--- src/rtl/key_pixel_if.sv ---
// Pixel-side bus of the key pixel pipeline: coordinates, key/glyph tags, glyph ROM port, VGA RGB.
interface key_pixel_if #(
    parameter int NUM_KEYS = 14,
    parameter int GLYPH_W  = 8,
    parameter int ROM_AW   = 11
);
    localparam int KW = $clog2(NUM_KEYS + 1);

    logic                frame_start;
    logic                pix_valid;
    logic [9:0]          DrawX;
    logic [9:0]          DrawY;
    logic [KW-1:0]       key_idx;
    logic                key_black;
    logic [3:0]          glyph_sel;
    logic [9:0]          glyph_x0;
    logic [9:0]          glyph_y0;
    logic [NUM_KEYS-1:0] key_on;
    logic [ROM_AW-1:0]   rom_addr;
    logic [GLYPH_W-1:0]  rom_data;
    logic [7:0]          VGA_R;
    logic [7:0]          VGA_G;
    logic [7:0]          VGA_B;
    logic                out_valid;

    modport master (
        output frame_start, pix_valid, DrawX, DrawY, key_idx, key_black,
               glyph_sel, glyph_x0, glyph_y0, key_on, rom_data,
        input  rom_addr, VGA_R, VGA_G, VGA_B, out_valid
    );

    modport slave (
        input  frame_start, pix_valid, DrawX, DrawY, key_idx, key_black,
               glyph_sel, glyph_x0, glyph_y0, key_on, rom_data,
        output rom_addr, VGA_R, VGA_G, VGA_B, out_valid
    );
endinterface

--- src/rtl/key_pixel_pipeline.sv ---
// Two-stage per-pixel colour generator for the keyboard display, with per-key fading press highlight.
// Optional macro GRADIENT_BG_EN: background blue ramps down with DrawX[9:3].

module key_fade_level #(
    parameter int FADE_BITS = 4,
    parameter int FADE_STEP = 1
) (
    input  logic                 Clk,
    input  logic                 Reset,
    input  logic                 frame_start,
    input  logic                 key_on,
    output logic [FADE_BITS-1:0] level
);
    localparam logic [FADE_BITS-1:0] LMAX = {FADE_BITS{1'b1}};

    // A sounding key pins the level at max, even on a frame_start cycle.
    always_ff @(posedge Clk or posedge Reset) begin
        if (Reset)            level <= '0;
        else if (key_on)      level <= LMAX;
        else if (frame_start) level <= (int'(level) > FADE_STEP) ? level - FADE_BITS'(FADE_STEP) : '0;
    end
endmodule

module key_pixel_pipeline #(
    parameter int NUM_KEYS  = 14,
    parameter int GLYPH_W   = 8,
    parameter int GLYPH_H   = 16,
    parameter int ROM_AW    = 11,
    parameter int FADE_BITS = 4,
    parameter int FADE_STEP = 1
) (
    input  logic      Clk,
    input  logic      Reset,
    key_pixel_if.slave pif
);
    localparam int KW     = $clog2(NUM_KEYS + 1);
    localparam int XW     = (GLYPH_W > 1) ? $clog2(GLYPH_W) : 1;
    localparam int SHIFT  = 8 - FADE_BITS;
    localparam int STAGES = 2;

    typedef struct packed {
        logic [7:0] r;
        logic [7:0] g;
        logic [7:0] b;
    } rgb_t;

    logic [NUM_KEYS-1:0][FADE_BITS-1:0] level;

    generate
        for (genvar k = 0; k < NUM_KEYS; k++) begin : g_key
            key_fade_level #(.FADE_BITS(FADE_BITS), .FADE_STEP(FADE_STEP)) u_fade (
                .Clk        (Clk),
                .Reset      (Reset),
                .frame_start(pif.frame_start),
                .key_on     (pif.key_on[k]),
                .level      (level[k])
            );
        end
    endgenerate

    // Stage 0: glyph-relative coordinates; negative offsets wrap large and miss the box.
    logic [9:0]           rel_x, rel_y;
    logic                 glyph_hit;
    logic [FADE_BITS-1:0] key_level;

    assign rel_x     = pif.DrawX - pif.glyph_x0;
    assign rel_y     = pif.DrawY - pif.glyph_y0;
    assign glyph_hit = (pif.glyph_sel != 4'd0) && (rel_x < 10'(GLYPH_W)) && (rel_y < 10'(GLYPH_H));
    assign pif.rom_addr = ROM_AW'((32'(pif.glyph_sel) - 32'd1) * 32'(GLYPH_H) + 32'(rel_y));

    always_comb begin
        key_level = '0;
        for (int k = 0; k < NUM_KEYS; k++)
            if (pif.key_idx == KW'(k + 1)) key_level = level[k];
    end

    // Stage 1 registers
    logic [STAGES:1]      vld_pipe;
    logic [KW-1:0]        s1_key_idx;
    logic                 s1_black;
    logic                 s1_hit;
    logic [XW-1:0]        s1_rel_x;
    logic [FADE_BITS-1:0] s1_level;
`ifdef GRADIENT_BG_EN
    logic [6:0]           s1_dx;
`endif

    always_ff @(posedge Clk or posedge Reset) begin
        if (Reset) begin
            vld_pipe   <= '0;
            s1_key_idx <= '0;
            s1_black   <= 1'b0;
            s1_hit     <= 1'b0;
            s1_rel_x   <= '0;
            s1_level   <= '0;
`ifdef GRADIENT_BG_EN
            s1_dx      <= '0;
`endif
        end else begin
            vld_pipe   <= {vld_pipe[STAGES-1:1], pif.pix_valid};
            s1_key_idx <= pif.key_idx;
            s1_black   <= pif.key_black;
            s1_hit     <= glyph_hit;
            s1_rel_x   <= rel_x[XW-1:0];
            s1_level   <= key_level;
`ifdef GRADIENT_BG_EN
            s1_dx      <= pif.DrawX[9:3];
`endif
        end
    end

    // Stage 2: ROM row arrives now; leftmost glyph pixel is the MSB.
    logic [XW-1:0] px_idx;
    logic          glyph_px;
    logic          key_hit;
    logic [7:0]    shade;
    rgb_t          bg, colour, rgb_q;

    assign px_idx   = XW'(GLYPH_W - 1) - s1_rel_x;
    assign glyph_px = s1_hit && pif.rom_data[px_idx];
    assign key_hit  = (s1_key_idx != '0) && (s1_key_idx <= KW'(NUM_KEYS));
    assign shade    = 8'(s1_level) << SHIFT;
`ifdef GRADIENT_BG_EN
    assign bg = '{r: 8'h3f, g: 8'h00, b: 8'h7f - {1'b0, s1_dx}};
`else
    assign bg = '{r: 8'h3f, g: 8'h00, b: 8'h7f};
`endif

    always_comb begin
        colour = bg;
        if (!vld_pipe[1])           colour = '{r: 8'h00, g: 8'h00, b: 8'h00};
        else if (glyph_px)          colour = '{r: 8'h00, g: 8'hff, b: 8'h00};
        else if (key_hit && !s1_black) colour = '{r: 8'hff - shade, g: 8'hff, b: 8'hff - shade};
        else if (key_hit)           colour = '{r: 8'h00, g: shade, b: 8'h00};
    end

    always_ff @(posedge Clk or posedge Reset) begin
        if (Reset) rgb_q <= '0;
        else       rgb_q <= colour;
    end

    assign pif.VGA_R     = rgb_q.r;
    assign pif.VGA_G     = rgb_q.g;
    assign pif.VGA_B     = rgb_q.b;
    assign pif.out_valid = vld_pipe[STAGES];
endmodule
--- src/flat_wrapper.sv ---
// flat-port wrapper written by rule: the top's interface ports become plain ports
module key_pixel_pipeline_flat 
#(
    parameter int NUM_KEYS  = 14,
    parameter int GLYPH_W   = 8,
    parameter int GLYPH_H   = 16,
    parameter int ROM_AW    = 11,
    parameter int FADE_BITS = 4,
    parameter int FADE_STEP = 1
)
  (Clk, Reset, pif_frame_start, pif_pix_valid, pif_DrawX, pif_DrawY, pif_key_idx, pif_key_black, pif_glyph_sel, pif_glyph_x0, pif_glyph_y0, pif_key_on, pif_rom_data, pif_rom_addr, pif_VGA_R, pif_VGA_G, pif_VGA_B, pif_out_valid);
  key_pixel_if #(.NUM_KEYS(NUM_KEYS), .GLYPH_W(GLYPH_W), .ROM_AW(ROM_AW)) pif_i ();
  input  logic Clk;
  input  logic Reset;
  input wire logic [$bits(pif_i.frame_start)-1:0] pif_frame_start;
  input wire logic [$bits(pif_i.pix_valid)-1:0] pif_pix_valid;
  input wire logic [$bits(pif_i.DrawX)-1:0] pif_DrawX;
  input wire logic [$bits(pif_i.DrawY)-1:0] pif_DrawY;
  input wire logic [$bits(pif_i.key_idx)-1:0] pif_key_idx;
  input wire logic [$bits(pif_i.key_black)-1:0] pif_key_black;
  input wire logic [$bits(pif_i.glyph_sel)-1:0] pif_glyph_sel;
  input wire logic [$bits(pif_i.glyph_x0)-1:0] pif_glyph_x0;
  input wire logic [$bits(pif_i.glyph_y0)-1:0] pif_glyph_y0;
  input wire logic [$bits(pif_i.key_on)-1:0] pif_key_on;
  input wire logic [$bits(pif_i.rom_data)-1:0] pif_rom_data;
  output wire logic [$bits(pif_i.rom_addr)-1:0] pif_rom_addr;
  output wire logic [$bits(pif_i.VGA_R)-1:0] pif_VGA_R;
  output wire logic [$bits(pif_i.VGA_G)-1:0] pif_VGA_G;
  output wire logic [$bits(pif_i.VGA_B)-1:0] pif_VGA_B;
  output wire logic [$bits(pif_i.out_valid)-1:0] pif_out_valid;
  assign pif_i.frame_start = pif_frame_start;
  assign pif_i.pix_valid = pif_pix_valid;
  assign pif_i.DrawX = pif_DrawX;
  assign pif_i.DrawY = pif_DrawY;
  assign pif_i.key_idx = pif_key_idx;
  assign pif_i.key_black = pif_key_black;
  assign pif_i.glyph_sel = pif_glyph_sel;
  assign pif_i.glyph_x0 = pif_glyph_x0;
  assign pif_i.glyph_y0 = pif_glyph_y0;
  assign pif_i.key_on = pif_key_on;
  assign pif_i.rom_data = pif_rom_data;
  assign pif_rom_addr = pif_i.rom_addr;
  assign pif_VGA_R = pif_i.VGA_R;
  assign pif_VGA_G = pif_i.VGA_G;
  assign pif_VGA_B = pif_i.VGA_B;
  assign pif_out_valid = pif_i.out_valid;
  key_pixel_pipeline #(.NUM_KEYS(NUM_KEYS), .GLYPH_W(GLYPH_W), .GLYPH_H(GLYPH_H), .ROM_AW(ROM_AW), .FADE_BITS(FADE_BITS), .FADE_STEP(FADE_STEP)) u_core (.Clk(Clk), .Reset(Reset), .pif(pif_i));
endmodule
--- config.mk ---
export PLATFORM = sky130hd
export DESIGN_NAME = key_pixel_pipeline_flat
export DESIGN_NICKNAME = d
export VERILOG_FILES = /design/src/rtl/key_pixel_if.sv /design/src/rtl/key_pixel_pipeline.sv /design/src/flat_wrapper.sv
export SDC_FILE = /design/constraint.sdc
export NUM_CORES = 1
export LEC_CHECK = 0
export CORE_MARGIN = 2
export CORE_UTILIZATION = 51
export DETAILED_ROUTE_END_ITERATION = 7
export PLACE_DENSITY = 0.81
export REMOVE_ABC_BUFFERS = 1
export SKIP_CTS_REPAIR_TIMING = 1
export SYNTH_ARGS = -nofsm -noshare
export SYNTH_HDL_FRONTEND = slang
export SYNTH_SLANG_ARGS = --single-unit
--- constraint.sdc ---
create_clock -name Clk -period 10.9 [get_ports Clk]
set_clock_uncertainty 0.2 [all_clocks]
set_input_delay 1.635 -clock Clk [delete_from_list [all_inputs] [get_ports Clk]]
set_output_delay 1.635 -clock Clk [all_outputs]
set_load 0.005 [all_outputs]
# After elaboration in Yosys (flattened, before gate mapping)
# Cells that the tools add are included.
dict set report classes {
  mux 62
  eq_ne 14
  n_reduce_logical 22
  add_sub_neg 20
  n_lt_le_gt_ge 18
}
# operator n
set op_table {}
lappend op_table {{two-way mux 4 bit} 56}
lappend op_table {{two-way mux 24 bit} 3}
lappend op_table {{> comparator 4 x 1 -> 1 bit, second input constant} 14}
lappend op_table {{subtractor 4 x 1 -> 4 bit, second input constant} 14}
lappend op_table {{equality test 4 bit, second input constant} 7}
lappend op_table {{nonzero test 2 bit} 14}
lappend op_table {{two-way mux 22 bit} 1}
lappend op_table {{subtractor 10 bit} 2}
lappend op_table {{equality test 4 x 3 -> 1 bit, second input constant} 4}
lappend op_table {{adder 11 x 10 -> 11 bit} 1}
lappend op_table {{less-than comparator 10 x 4 -> 1 bit, second input constant} 1}
lappend op_table {{less-than comparator 10 x 5 -> 1 bit, second input constant} 1}
lappend op_table {{equality test 4 x 2 -> 1 bit, second input constant} 2}
lappend op_table {{nonzero test 4 bit} 2}
lappend op_table {{subtractor 8 bit, first input constant} 1}
lappend op_table {{logical AND 1 bit} 5}
lappend op_table {{subtractor 4 x 1 -> 5 bit, second input constant} 1}
lappend op_table {{equality test 4 x 1 -> 1 bit, second input constant} 1}
lappend op_table {{less-or-equal comparator 4 bit, second input constant} 1}
lappend op_table {{less-than comparator 3 x 4 -> 1 bit, second input constant} 1}
lappend op_table {{binary-select mux 1 bit (select 3 bit)} 1}
lappend op_table {{subtractor 3 bit, first input constant} 1}
lappend op_table {{logical NOT 1 bit} 1}
lappend op_table {{two-way mux 1 bit} 1}
dict set report totals {
  in_bits 75
  word_cells 159
  regBits 95
  out_inout_bits 36
}

# Depth between registers and ports, before layout
# Gate-level depths: netlist of the first run.
dict set report depth {
  word_depth 15
  ltp_mapped 16
}

# Cells and area by module
# Synthesis of the first run repeated with hierarchy kept, for this count alone.
dict set report unflattened {
  hier_cells 611
  hier_area_um2 5835.6
}
# mod seq_area_each_um2 cells_per_inst instances area_each_um2
set by_module_without_submodules {}
lappend by_module_without_submodules {key_fade_level 100.1 22 14 226.5}
lappend by_module_without_submodules {key_pixel_pipeline 650.6 303 1 2665.1}

# Worst setup path after synthesis of the first run
# Ideal clock, no wire load.
dict set report synth_timing {
  path_type {input -> output}
  from {input port pif_DrawY[0]}
  to {output port pif_rom_addr[10]}
  cell_stages 15
  required_ps 9065
  t_arrival_ps 4055
  path_slack_ps 5010
  path_buffers 0
  cell_sequence {inv_1 ha_1 inv_1 fa_1 a21o_1 nand4_1 nand2_1 or3_1 and2_1 ha_1 a21oi_1 o21bai_1 a21o_1 a21oi_1 xnor2_1}
}
dict set report synth_via {
  elab_chain_len 2
}
# item line
set synth_rtl {}
lappend synth_rtl {{start: declaration} flat_wrapper.sv:18} ;# input wire logic [$bits(pif_i.DrawY)-1:0] pif_DrawY;
lappend synth_rtl {{subtractor 10 bit} key_pixel_pipeline.sv:67} ;# assign rel_y = pif.DrawY - pif.glyph_y0;
lappend synth_rtl {{adder 11 x 10 -> 11 bit} key_pixel_pipeline.sv:69} ;# assign pif.rom_addr = ROM_AW'((32'(pif.glyph_sel) - 32'd1) * 32'(GLYPH_H) + 32'(rel_y));
lappend synth_rtl {{end: declaration} flat_wrapper.sv:26} ;# output wire logic [$bits(pif_i.rom_addr)-1:0] pif_rom_addr;
# No other way between the ends.

# Worst setup path in the final report of the first run
dict set report layout_timing {
  from {input port pif_glyph_y0[0]}
  to {output port pif_rom_addr[10]}
}
dict set report layout_via {
  elab_chain_len 2
}
# item line
set layout_rtl {}
lappend layout_rtl {{start: declaration} flat_wrapper.sv:23} ;# input wire logic [$bits(pif_i.glyph_y0)-1:0] pif_glyph_y0;
lappend layout_rtl {{subtractor 10 bit} key_pixel_pipeline.sv:67}
lappend layout_rtl {{adder 11 x 10 -> 11 bit} key_pixel_pipeline.sv:69}
# No other way between the ends.

==> flow_summary.ini, run 1 <==
[synthesis]
synthXorXnorAreaFrac_pct = 2.82
synth_adder_area_share_pct = 12.9
synth_compound_area_share_pct = 22.0
synthDistinctLibCells = 52
synthArstFlopShare_pct = 100
synth_seq_cells = 82
synth_top_family_by_area = compound AO/OA/AOI/OAI gates
synth_simple_gate_area_share_pct = 13.9
syn_area_per_cell_um2 = 9.03
postSynthCellCount = 619
synthFlopType = dfrtp_1
synth_seq_area_share_pct = 36.7
synth-edff-count = 0
yosysWarningCount = 0
syn_area_um2 = 5590
synthMuxAreaShare_pct = 3.83

[place]
place.gp.congestion = 0.913
place_inst = 844
port-buffer-count = 110
place_hpwl_um = 9590
place_area_um2 = 6740

[clocking]
ctsHtreeMaxLevel = 3
clk_latency_ns = 0.36
cts_sinks = 82
cts_buffers = 9
cts_tree = built
cts.clk_slew.worst_paths_ns = 0.08
cts_buffer_depth = 2
cts_root_buffer = clkbuf_8

[critical_path]
critPathLaunchType = primary input
path_class = primary input to output port
cp_data_arrival_time_ns = 5.24
end_kind = output port
crit_fanout = 3
crit_required_ns = 9.07

[global_routing]
grt_max_degree = 83
grt_pass1_wl_um = 20900
grt_pass1_vias = 4747
grt_usage_pct = 22.2
grt.overflow.total = 0
grt_antenna_before_repair = 0

[timing]
maxSlewHeadroom_pct = 32.4
min_period_ns = 7.07
drv_slew = 0
max_freq_mhz = 141
setup_viol = 0
setup_tns_ns = 0
fin_crit_sh_pct = 64.9
tightestPinTransition_ns = 1.01
rsz0062_at_grt = no
finalHoldViolations = 0

[final_layout]
fin_nets = 846
num-fill-cells = 884
fin_cells = 860
diodes = 0
ff_latch_area_um2 = 2050
layout-area-overhead-vs-synth_pct = 23.6
multi_input_area_um2 = 3100
final_area_um2 = 6910
final_layout_size_suffix_gt1_share_pct = 4.17

[route]
vias_per_cell = 5.71
drtAntennaViolNets = 0
vias = 4907
drt_iter0_drc = 289
drt_pass1_iterations = 5
wl_per_cell_um = 14.7
wirelength_um = 12700
drc = 0

[floorplan]
die-area_um2 = 11800
ios = 111
die_h_um = 109
start_util_pct = 52.0
core_um2 = 10700
die_x_um = 109
rows = 38

[run_status]
outcome = finished clean

[power_and_ir_drop]
p_leak_nw = 3.08
p_total_uw = 763
irDropWorstVdd_mv = 0.0594
power_density_nw_per_um2 = 110

[run]
maxCapViolCount = 0

[min_path]
worst_hold_path_type = register to register
## worst paths after layout
check / endpoint / startpoint / slack (ns) / cells after the start
max reg2reg: u_core.pif.VGA_B[7] / u_core.s1_rel_x[0] / 8.89 / 5
min in group asynchronous: u_core.g_key[0].u_fade.level[2] / Reset / 1.72 / 3
min: u_core.vld_pipe[2] / u_core.vld_pipe[1] / 0.24 / 0
min reg2reg: u_core.vld_pipe[2] / u_core.vld_pipe[1] / 0.24 / 0
max: pif_rom_addr[10] / pif_glyph_y0[0] / 3.83 / 16
max in group asynchronous: u_core.g_key[5].u_fade.level[0] / Reset / 8.13 / 3
## registers in the layout, indices dropped and copies added, names as in the netlist, 2 cells and up
register / flops
u_core.g_key.u_fade.level: 56
u_core.pif.VGA_B: 2
u_core.pif.VGA_G: 5
u_core.pif.VGA_R: 4
u_core.s1_key_idx: 4
u_core.s1_level: 4
u_core.s1_rel_x: 3
u_core.vld_pipe: 2
## layer usage
metal / track usage [%] / share of wire [%] / up-vias / wire length [um]
met2: 40.0 / 51 / 172 / 6500
li1: - / - / 2374 / -
met1: 26.7 / 42 / 2347 / 5330
met4: 6.78 / 1.1 / 0 / 133
met3: 4.24 / 5.6 / 14 / 704
met5: 0 / 0 / - / 0
## area by class of cell
cell class | count | share of cell area, %
Multi-Input combinational cell | 435 | 44.9
Sequential cell | 82 | 29.7
Timing Repair Buffer | 114 | 16.4
Inverter | 73 | 3.97
Tap cell | 140 | 2.54
Clock buffer | 11 | 2.05
Clock inverter | 5 | 0.435
## cells by family (layout without fill, tap and decap cells)
group / count (synthesis) / count (layout)
adder cells (fa/ha/maj): 56 / 56
flip-flops: 82 / 82
multiplexers: 16 / 16
XOR/XNOR: 18 / 18
AND/OR/NAND/NOR: 155 / 155
AO/OA/AOI/OAI: 190 / 190
buffers and inverters: 102 / 203
## synth_stat cells (4+ instances only)
library cell / number / share of area, %
o22ai_1: 4 / 0.45
mux2i_1: 9 / 1.6
nand3_1: 7 / 0.63
nor3b_1: 8 / 1.1
dfrtp_1: 82 / 37
a31oi_1: 15 / 1.7
a211o_1: 28 / 4.4
mux4_2: 4 / 1.6
clkbuf_1: 11 / 0.74
nor2_1: 49 / 3.3
ha_1: 53 / 12
nand2_1: 29 / 1.9
nor2b_1: 10 / 1.1
nand2b_1: 10 / 1.1
o21a_1: 6 / 0.81
nor3_1: 17 / 1.5
a21oi_1: 42 / 3.8
a21boi_0: 4 / 0.54
a22oi_1: 6 / 0.81
o31ai_1: 16 / 2.1
xor2_1: 7 / 1.1
o21ai_0: 46 / 4.1
a21o_1: 9 / 1.2
buf_4: 13 / 1.7
inv_1: 73 / 4.9
nor4_1: 9 / 1.0
xnor2_1: 11 / 1.7
## worst max-delay path, stage by stage
cell and delay, ns:
clkdlybuf4s50_1 0.46, ha_1 0.16, inv_1 0.05, fa_1 0.41
a21o_1 0.20, nand4_1 0.12, nand2_1 0.07, or3_1 0.32
and2_1 0.15, ha_1 0.33, a21oi_1 0.17, o21bai_1 0.11
a21o_1 0.19, a21oi_1 0.16, xnor2_1 0.15, clkdlybuf4s50_1 0.55
## cell usage in the layout, fill, tap and decap left out, types with 10 or more instances in the layout
| cell | synthesis | layout |
|---|---|---|
| nor2_1 | 49 | 49 |
| xnor2_1 | 11 | 11 |
| clkdlybuf4s50_1 | 0 | 110 |
| nor3_1 | 17 | 17 |
| o21ai_0 | 46 | 46 |
| a211o_1 | 28 | 28 |
| clkbuf_8 | 0 | 10 |
| nand2b_1 | 10 | 10 |
| dfrtp_1 | 82 | 82 |
| nand2_1 | 29 | 29 |
| nor2b_1 | 10 | 10 |
| a21oi_1 | 42 | 42 |
| ha_1 | 53 | 53 |
| inv_1 | 73 | 72 |
| o31ai_1 | 16 | 16 |
| a31oi_1 | 15 | 15 |
## through the flow
step           hold WS [ns]  setup slack (ns)  util [%]
4_1_cts               0.244              3.83      64.3
6_report              0.236              3.83      64.3
5_1_grt               0.266              3.66      64.3
2_1_floorplan         0.187              5.01         -
3_3_place_gp          0.217              3.98      62.7
3_5_place_dp          0.227              3.84      62.7
## where the power goes
part	internal, mW	total, mW	switching [mW]
clock network	0.0878	0.196	0.108
registers	0.322	0.341	0.0185
logic	0.122	0.226	0.105
(Power assumes the default switching activity.)
==> run 2, diff against run 1 <==
==> constraint.sdc (replaced) <==
create_clock -name Clk -period 6.98 [get_ports Clk]
set_clock_uncertainty 0.2 [all_clocks]
set_input_delay 1.047 -clock Clk [delete_from_list [all_inputs] [get_ports Clk]]
set_output_delay 1.047 -clock Clk [all_outputs]
set_load 0.005 [all_outputs]
==> flow_summary.ini, run 2 (synthesized netlist as in run 1, its figures left out) <==
[critical_path]
end_kind = output port
path_class = primary input to output port
timing.rr.end = u_core.pif.VGA_B[7]
crit_fanout = 3
worstReg2RegStart = u_core.s1_rel_x[0]
r2r_slack_ns = 4.96
critPathLaunch = pif_glyph_y0[0]
cp_data_arrival_time_ns = 4.65
crit_required_ns = 5.73
cp-endpoint = pif_rom_addr[10]
critPathLaunchType = primary input
rr_worst_depth = 5

[floorplan]
die-area_um2 = 11800
die_x_um = 109
rows = 38
core_um2 = 10700
start_util_pct = 52.0
ios = 111
die_h_um = 109

[final_layout]
layout-area-overhead-vs-synth_pct = 23.6
fin_nets = 846
final_common_cell = clkdlybuf4s50_1
diodes = 0
final_layout_size_suffix_gt1_share_pct = 4.03
final_area_um2 = 6910
multi_input_area_um2 = 3100
top_register = u_core.g_key.u_fade.level
num-fill-cells = 881
fin_cells = 860
largest_reg_flops = 56
mostFrequentLayoutCells = clkdlybuf4s50_1, dfrtp_1, inv_1, ha_1, nor2_1
ff_latch_area_um2 = 2050

[global_routing]
use_met2_pct = 38.8
grt_max_degree = 83
grt.overflow.total = 0
grt_usage_pct = 22.2
grt_pass1_vias = 4713
met3_usage_pct = 4.30
grt_pass1_wl_um = 20900
top_usage_layer = met2
met1_usage_pct = 27.4
grt_antenna_before_repair = 0

[route]
drtAntennaViolNets = 0
wl_per_cell_um = 14.7
drt_iter0_drc = 311
drc = 0
vias = 4913
vias_per_cell = 5.71
wirelength_um = 12600
drt_pass1_iterations = 5

[clocking]
cts_root_buffer = clkbuf_8
clk_latency_ns = 0.36
cts_buffer_depth = 2
ctsHtreeMaxLevel = 3
cts_buffers = 9
cts_tree = built
cts_sinks = 82
cts.clk_slew.worst_paths_ns = 0.08

[place]
place_area_um2 = 6740
place.gp.congestion = 0.913
place_inst = 844
port-buffer-count = 110
place_hpwl_um = 9530

[timing]
setup_viol = 0
tightestPinTransition_ns = 1.00
setup_tns_ns = 0
max_freq_mhz = 170
drv_slew = 0
maxSlewHeadroom_pct = 33.2
finalHoldViolations = 0
min_period_ns = 5.89
rsz0062_at_grt = no
fin_crit_sh_pct = 84.5

[run_status]
outcome = finished clean

[power_and_ir_drop]
p_leak_nw = 3.07
power_density_nw_per_um2 = 173
irDropWorstVdd_mv = 0.0922
p_total_mw = 1.19

[min_path]
worst_hold_path_type = register to register

[run]
maxCapViolCount = 0
run 2: cell count changes in the layout (fill, tap and decap cells not counted):
cell,change
clkinv_2,-2
clkbuf_1,+1
clkinvlp_4,+1
run 2: worst min path at each step:
| stage | from | to | slack, ns | cells after the start |
|---|---|---|---|---|
| CTS | u_core.vld_pipe[1] | u_core.vld_pipe[2] | 0.25 | 0 |
| global route | u_core.s1_level[0] | u_core.pif.VGA_R[4] | 0.27 | 1 |
| global placement | u_core.vld_pipe[1] | u_core.vld_pipe[2] | 0.22 | 0 |
| finish | u_core.vld_pipe[1] | u_core.vld_pipe[2] | 0.24 | 0 |
| detailed placement | u_core.vld_pipe[1] | u_core.vld_pipe[2] | 0.23 | 0 |
| floorplan | u_core.vld_pipe[1] | u_core.vld_pipe[2] | 0.19 | 0 |
run 2: final cells by class:
type                    instances  share of cell area [%]
multi-input cells             435                    44.9
flip-flops and latches         82                    29.7
repair buffers                114                    16.4
inverters                      73                    3.97
well taps                     140                    2.54
clock buffers                  12                    2.10
clock inverters                 4                   0.398
run 2: report_power, final:
| part | leakage, nW | switching, mW | internal [mW] |
|---|---|---|---|
| combinational | 2.14 | 0.163 | 0.190 |
| clock | 0.0786 | 0.172 | 0.138 |
| sequential | 0.852 | 0.0287 | 0.503 |
run 2: per-layer routing:
metal / part of all wire (%) / wire length, um
met1: 41 / 5220
met2: 51 / 6420
met3: 5.9 / 746
met4: 1.8 / 232
met5: 0 / 0
run 2: worst max-delay path: stages:
cell and delay [ns]:
clkdlybuf4s50_1 0.46, ha_1 0.17, inv_1 0.05, fa_1 0.41, a21o_1 0.20, nand4_1 0.12, nand2_1 0.07, or3_1 0.32
and2_1 0.15, ha_1 0.33, a21oi_1 0.16, o21bai_1 0.10, a21o_1 0.19, a21oi_1 0.16, xnor2_1 0.15, clkdlybuf4s50_1 0.55
run 2: stage by stage:
| stage | hold slack (ns) | setup slack [ns] | util, % |
|---|---|---|---|
| floorplan | 0.187 | 2.27 | - |
| global placement | 0.217 | 1.24 | 62.7 |
| detailed placement | 0.228 | 1.09 | 62.7 |
| CTS | 0.246 | 1.09 | 64.3 |
| global route | 0.268 | 0.922 | 64.3 |
| finish | 0.240 | 1.09 | 64.3 |
